==> src/rtl/capture_pkg.sv <==
// rtl/capture_pkg.sv - shared state encoding and defaults for the capture sequencer
package capture_pkg;

    typedef enum logic [2:0] {
        IDLE  = 3'd0,
        FILL  = 3'd1,
        ARMED = 3'd2,
        TRIG  = 3'd3,
        DONE  = 3'd4
    } cap_state_t;

    localparam int CAP_DEPTH_DEF = 512;

endpackage

==> src/rtl/capture_addr_ctr.sv <==
// rtl/capture_addr_ctr.sv - wrapping RAM write address counter with last-address snapshot
module capture_addr_ctr #(
    parameter int DEPTH = 512,
    parameter int AW    = $clog2(DEPTH)
) (
    input  logic          clk,
    input  logic          rst_n,
    input  logic          clr_i,
    input  logic          inc_i,
    input  logic          snap_i,
    output logic [AW-1:0] addr_o,
    output logic [AW-1:0] last_o
);

    logic [AW-1:0] addr_q, addr_d;
    logic [AW-1:0] last_q;

    always_comb begin
        addr_d = addr_q;
        if (clr_i) begin
            addr_d = '0;
        end else if (inc_i) begin
            addr_d = (addr_q == AW'(DEPTH - 1)) ? '0 : addr_q + AW'(1);
        end
    end

    // snap_i captures the address being written this cycle, before the increment lands
    always_ff @(posedge clk or negedge rst_n) begin
        if (!rst_n) begin
            addr_q <= '0;
            last_q <= '0;
        end else begin
            addr_q <= addr_d;
            if (snap_i) begin
                last_q <= addr_q;
            end
        end
    end

    assign addr_o = addr_q;
    assign last_o = last_q;

endmodule

==> src/rtl/capture_ctrl.sv <==
// rtl/capture_ctrl.sv - capture sequencer: pre-trigger fill, arm, post-trigger count, done handshake
module capture_ctrl
    import capture_pkg::*;
#(
    parameter int DEPTH = CAP_DEPTH_DEF,
    parameter int AW    = $clog2(DEPTH)
) (
    input  logic          clk,
    input  logic          rst_n,
    input  logic          en_capture_i,
    input  logic          sample_strobe_i,
    input  logic [AW-1:0] trig_pos_i,
    input  logic          trigger_i,
    input  logic          capture_done_clr_i,
    output logic          armed_o,
    output logic          set_capture_done_o,
    output logic          we_o,
    output logic [AW-1:0] waddr_o,
    output logic [AW-1:0] trace_end_o,
    output logic          capture_done_o,
    output logic          busy_o
);

    cap_state_t    state_q;
    logic [AW-1:0] tp_q;
    logic [AW-1:0] pre_cnt_q;
    logic [AW-1:0] post_cnt_q;
    logic          armed_q;
    logic          set_done_q;
    logic          done_q;
    logic          busy_q;

    logic [AW-1:0] tp_clamped;
    logic [AW-1:0] pre_target;
    logic [AW-1:0] pre_next;
    logic [AW-1:0] post_next;
    logic          start;
    logic          wr;
    logic          last_wr;

    // trig_pos is AW bits wide, so only the lower clamp bound needs handling
    assign tp_clamped = (trig_pos_i == '0) ? AW'(1) : trig_pos_i;
    assign pre_target = AW'(DEPTH - 1) - tp_q + AW'(1);
    assign pre_next   = pre_cnt_q + AW'(1);
    assign post_next  = post_cnt_q + AW'(1);

    assign start   = (state_q == IDLE) && en_capture_i;
    assign wr      = sample_strobe_i && (state_q inside {FILL, ARMED, TRIG});
    assign last_wr = wr && (state_q == TRIG) && (post_next == tp_q);

    always_ff @(posedge clk or negedge rst_n) begin
        if (!rst_n) begin
            state_q    <= IDLE;
            tp_q       <= '0;
            pre_cnt_q  <= '0;
            post_cnt_q <= '0;
            armed_q    <= 1'b0;
            set_done_q <= 1'b0;
            done_q     <= 1'b0;
            busy_q     <= 1'b0;
        end else begin
            set_done_q <= 1'b0;
            unique case (state_q)
                IDLE: begin
                    if (en_capture_i) begin
                        state_q    <= FILL;
                        tp_q       <= tp_clamped;
                        pre_cnt_q  <= '0;
                        post_cnt_q <= '0;
                        busy_q     <= 1'b1;
                    end
                end
                FILL: begin
                    if (wr) begin
                        pre_cnt_q <= pre_next;
                        if (pre_next == pre_target) begin
                            state_q <= ARMED;
                            armed_q <= 1'b1;
                        end
                    end
                end
                ARMED: begin
                    if (trigger_i) begin
                        state_q <= TRIG;
                    end
                end
                TRIG: begin
                    if (wr) begin
                        post_cnt_q <= post_next;
                        if (post_next == tp_q) begin
                            state_q    <= DONE;
                            set_done_q <= 1'b1;
                            done_q     <= 1'b1;
                            armed_q    <= 1'b0;
                        end
                    end
                end
                DONE: begin
                    if (capture_done_clr_i) begin
                        state_q <= IDLE;
                        done_q  <= 1'b0;
                        busy_q  <= 1'b0;
                    end
                end
                default: begin
                    state_q <= IDLE;
                end
            endcase
        end
    end

    capture_addr_ctr #(
        .DEPTH (DEPTH),
        .AW    (AW)
    ) u_addr_ctr (
        .clk    (clk),
        .rst_n  (rst_n),
        .clr_i  (start),
        .inc_i  (wr),
        .snap_i (last_wr),
        .addr_o (waddr_o),
        .last_o (trace_end_o)
    );

    assign we_o               = wr;
    assign armed_o            = armed_q;
    assign set_capture_done_o = set_done_q;
    assign capture_done_o     = done_q;
    assign busy_o             = busy_q;

endmodule
==> config.mk <==
export PLATFORM = sky130hd
export DESIGN_NAME = capture_ctrl
export DESIGN_NICKNAME = d
export VERILOG_FILES = /design/src/rtl/capture_pkg.sv /design/src/rtl/capture_addr_ctr.sv /design/src/rtl/capture_ctrl.sv
export SDC_FILE = /design/constraint.sdc
export NUM_CORES = 1
export LEC_CHECK = 0
export CELL_PAD_IN_SITES_DETAIL_PLACEMENT = 1
export CELL_PAD_IN_SITES_GLOBAL_PLACEMENT = 1
export CORE_MARGIN = 1.5
export CORE_UTILIZATION = 39
export CTS_CLUSTER_SIZE = 16
export DETAILED_ROUTE_END_ITERATION = 6
export PLACE_DENSITY_LB_ADDON = 0.1
export SYNTH_ARGS = -nofsm -noshare
export SYNTH_HDL_FRONTEND = slang
export SYNTH_SLANG_ARGS = --single-unit
==> constraint.sdc <==
create_clock -name clk -period 2.3 [get_ports clk]
set_input_delay 0.345 -clock clk [delete_from_list [all_inputs] [get_ports clk]]
set_output_delay 0.345 -clock clk [all_outputs]
set_load 0.01 [all_outputs]
==> impl_metrics.yaml <==
critical_path:
  reg2reg_depth: 7
  crit_family: "simple AND/OR/NAND/NOR gates"
  worstPathMaxFanout: 5
  cp-start-kind: "register"
  regToRegStartpoint: "tp_q[0]"
  critPathArrivalTime_ns: 2.43
  cp-startpoint: "tp_q[0]"
  path_buf_inv: 1
  cpMostUsedCell: "xnor2_1"
  timing.rr.end: "state_q[0]"
  required_ns: 2.49
  slowest_delay_ns: 0.67
  critPathSlowestCell: "or4_2"
  path_cells: "buf_4 -> or4_2 -> nor2_1 -> xnor2_1 -> xnor2_1 -> a2111oi_4 -> o22ai_1"
  critical_path_class: "register to register"
  regToRegSetupSlack_ns: 0.06
  end_kind: "register"
pwr:
  p_leak_nw: 1.68
  vdd_ir_drop_max_uv: 289
  pwr_density_cell_nw_per_um2: 578
route:
  num_vias: 2634
  firstDrtPassIters: 4
  drc_errors: 0
  routed_wl_um: 8130
  drt_iter0_markers: 106
  vias_per_cell: 5.43
  route.detailed.wl_per_inst_um: 16.8
  final_antenna_net_count: 0
floorplan:
  io_pins: 38
  rows: 32
  die_h_um: 91.6
  dieArea_um2: 8400
  core_um2: 7650
  die_w_um: 91.6
  start_util: 0.401
clock_tree:
  numCtsBuffers: 5
  clkSlewWorstSetupHoldPaths_ns: 0.11
  clockRootBuffer: "clkbuf_8"
  cts_sinks: 52
  cts_tree: "done"
  ctsLongestPathBuffers: 2
  cts_hold_buf: 0
  cts.htree.levels: 2
  insertion_delay_ns: 0.31
grt:
  grt_pass1_wl_um: 13700
  antenna_found_initial: 0
  grt_pass1_vias: 2742
  grt_max_degree: 29
  grtUsageTotal: 0.204
  grt_overflow_total: 0
yosys:
  yosys_warnings: 0
  synth_area_um2: 3060
  yosysSeqAreaShare: 0.425
  netlist_instances: 322
  synth_seq_cells: 52
  synth_ff_type: "dfrtp_1"
  synth_nets: 342
  async_flop_share: 1.00
  synthDominantCellAreaShare: 0.425
  synth_edf_count: 0
  avgSynthCellArea_um2: 9.52
  yosysTopAreaCell: "dfrtp_1"
  post_synth_num_cell_types: 53
  synthTopCellsByArea: "dfrtp_1 42%, xnor2_1 6.3%, mux2_2 5.1%"
sta:
  hold_viol: 0
  hold-worst-slack_ns: 0.0293
  tightest_slew_ns: 0.596
  fin_crit_sh: 0.975
  finalSetupViolations: 0
  maxSlewHeadroom: 0.603
  layout_setup_ws_ns: 0.0575
  fin_skew_ns: 0.0140
  fin_tns_setup_ns: 0
  drv_slew: 0
  fmax_mhz: 446
  min_period_ns: 2.24
worst_hold_path:
  min_path_type: "input pin to asynchronous set/reset pin"
final_layout:
  nets: 402
  drive_gt1_frac: 0.217
  syn2layout_area_growth_pct: 28.4
  fill_cells: 888
  antenna_cells: 0
job:
  maxCapViolations: 0
placement:
  place_ws_ns: -0.320
  dpl.hpwl_um: 6000
  gp_congestion: 0.831
  port_buffers: 37
outcome:
  status: "complete, no violations"
==> worst max path at each step <==
stage	endpoint	slack (ns)	depth (start not counted)
after floorplan	u_addr_ctr.last_o[3]	0.03	9
after global placement	state_q[0]	-0.15	8
after detailed placement	state_q[0]	-0.32	8
after CTS	armed_o	-0.03	6
after global routing	u_addr_ctr.last_o[0]	-0.05	7
final	state_q[0]	0.06	7
==> cells in the mapped netlist, types with 5 or more instances <==
| master | count |
|---|---|
| a21oi_1 | 17 |
| mux2_2 | 14 |
| nand2_1 | 26 |
| o21ai_0 | 30 |
| nand3_1 | 10 |
| buf_2 | 8 |
| clkbuf_1 | 8 |
| ha_1 | 5 |
| and3_1 | 12 |
| xor2_1 | 8 |
| dfrtp_1 | 52 |
| nor2_1 | 27 |
| xnor2_1 | 22 |
| o31ai_1 | 7 |
| inv_1 | 7 |
| nor3_1 | 5 |
==> cell families (layout without fill, tap and decap cells) <==
kind of cell,Yosys count,count (layout),synth area share
buffers and inverters,29,90,0.0502
xor gates and xnor gates,31,31,0.0931
DFF,52,52,0.425
muxes,16,16,0.0588
adders and majority gates,5,5,0.0204
and+or+nand+nor,115,115,0.207
AOI/OAI and AO/OA,74,74,0.146
==> report_power, final <==
group	switching (mW)	leakage, nW	internal, mW
sequential	0.0940	0.688	0.985
clock	0.334	0.0548	0.329
combinational	0.242	0.936	0.290
total	0.670	1.68	1.60
==> what timing repair did <==
action	4_1_cts	5_1_grt
endpoints found under the setup margin	3	17
setup buffers	1	3
pin swaps	0	5
resized for setup	4	14
cloned	0	0
==> metrics by stage <==
step                       util  total power [mW]  cell area, um^2  cells
after floorplan               -              1.36             3070    322
after global placement    0.485              1.57             3710    473
after detailed placement  0.485              1.59             3710    473
after CTS                 0.503              2.25             3850    482
after global routing      0.514              2.40             3930    485
final                     0.514              2.27             3930    485
==> cells in the final DEF, fill, tap and decap left out, types with 3 or more instances in the layout <==
cell type | synthesis | final
nor4_1 | 4 | 3
mux2_2 | 14 | 14
clkdlybuf4s50_1 | 0 | 36
nand4_1 | 4 | 4
buf_4 | 1 | 36
o31ai_1 | 7 | 6
and2_1 | 4 | 4
nand2_1 | 26 | 26
xnor2_1 | 22 | 22
clkbuf_8 | 0 | 5
nor2_1 | 27 | 26
o22ai_1 | 3 | 3
inv_1 | 7 | 7
o21ai_0 | 30 | 30
xor2_1 | 8 | 7
nand3b_1 | 4 | 4
ha_1 | 5 | 3
nand3_1 | 10 | 10
a21oi_1 | 17 | 17
and3_1 | 12 | 12
nor3_1 | 5 | 4
dfrtp_1 | 52 | 50
==> sequential cells by signal, summed over array words and instances, names as in the netlist <==
| signal | count |
|---|---|
| post_cnt_q | 9 |
| pre_cnt_q | 9 |
| tp_q | 9 |
| u_addr_ctr.addr_o | 9 |
| u_addr_ctr.last_o | 9 |
| state_q | 3 |
| armed_o | 1 |
| busy_o | 1 |
| capture_done_o | 1 |
| set_capture_done_o | 1 |
==> layer usage <==
metal  global-route usage  vias to the layer above  wire [um]  share of wire
met4               0.0313                        0         38         0.0047
met1                0.292                     1337       4040           0.50
li1                     -                     1271          -              -
met3               0.0357                        2        140          0.017
met5                    0                        -          0              0
met2                0.328                       24       3910           0.48
==> area by class of cell <==
cell class / instances / area [um^2] / share of cell area
clock buffers: 5 / 68.8 / 0.0175
well taps: 102 / 128 / 0.0324
clock inverters: 3 / 46.3 / 0.0118
flip-flops and latches: 52 / 1300 / 0.331
multi-input cells: 241 / 1690 / 0.428
inverters: 7 / 26.3 / 0.00668
repair buffers: 75 / 676 / 0.172
(Power assumes the default switching activity.)
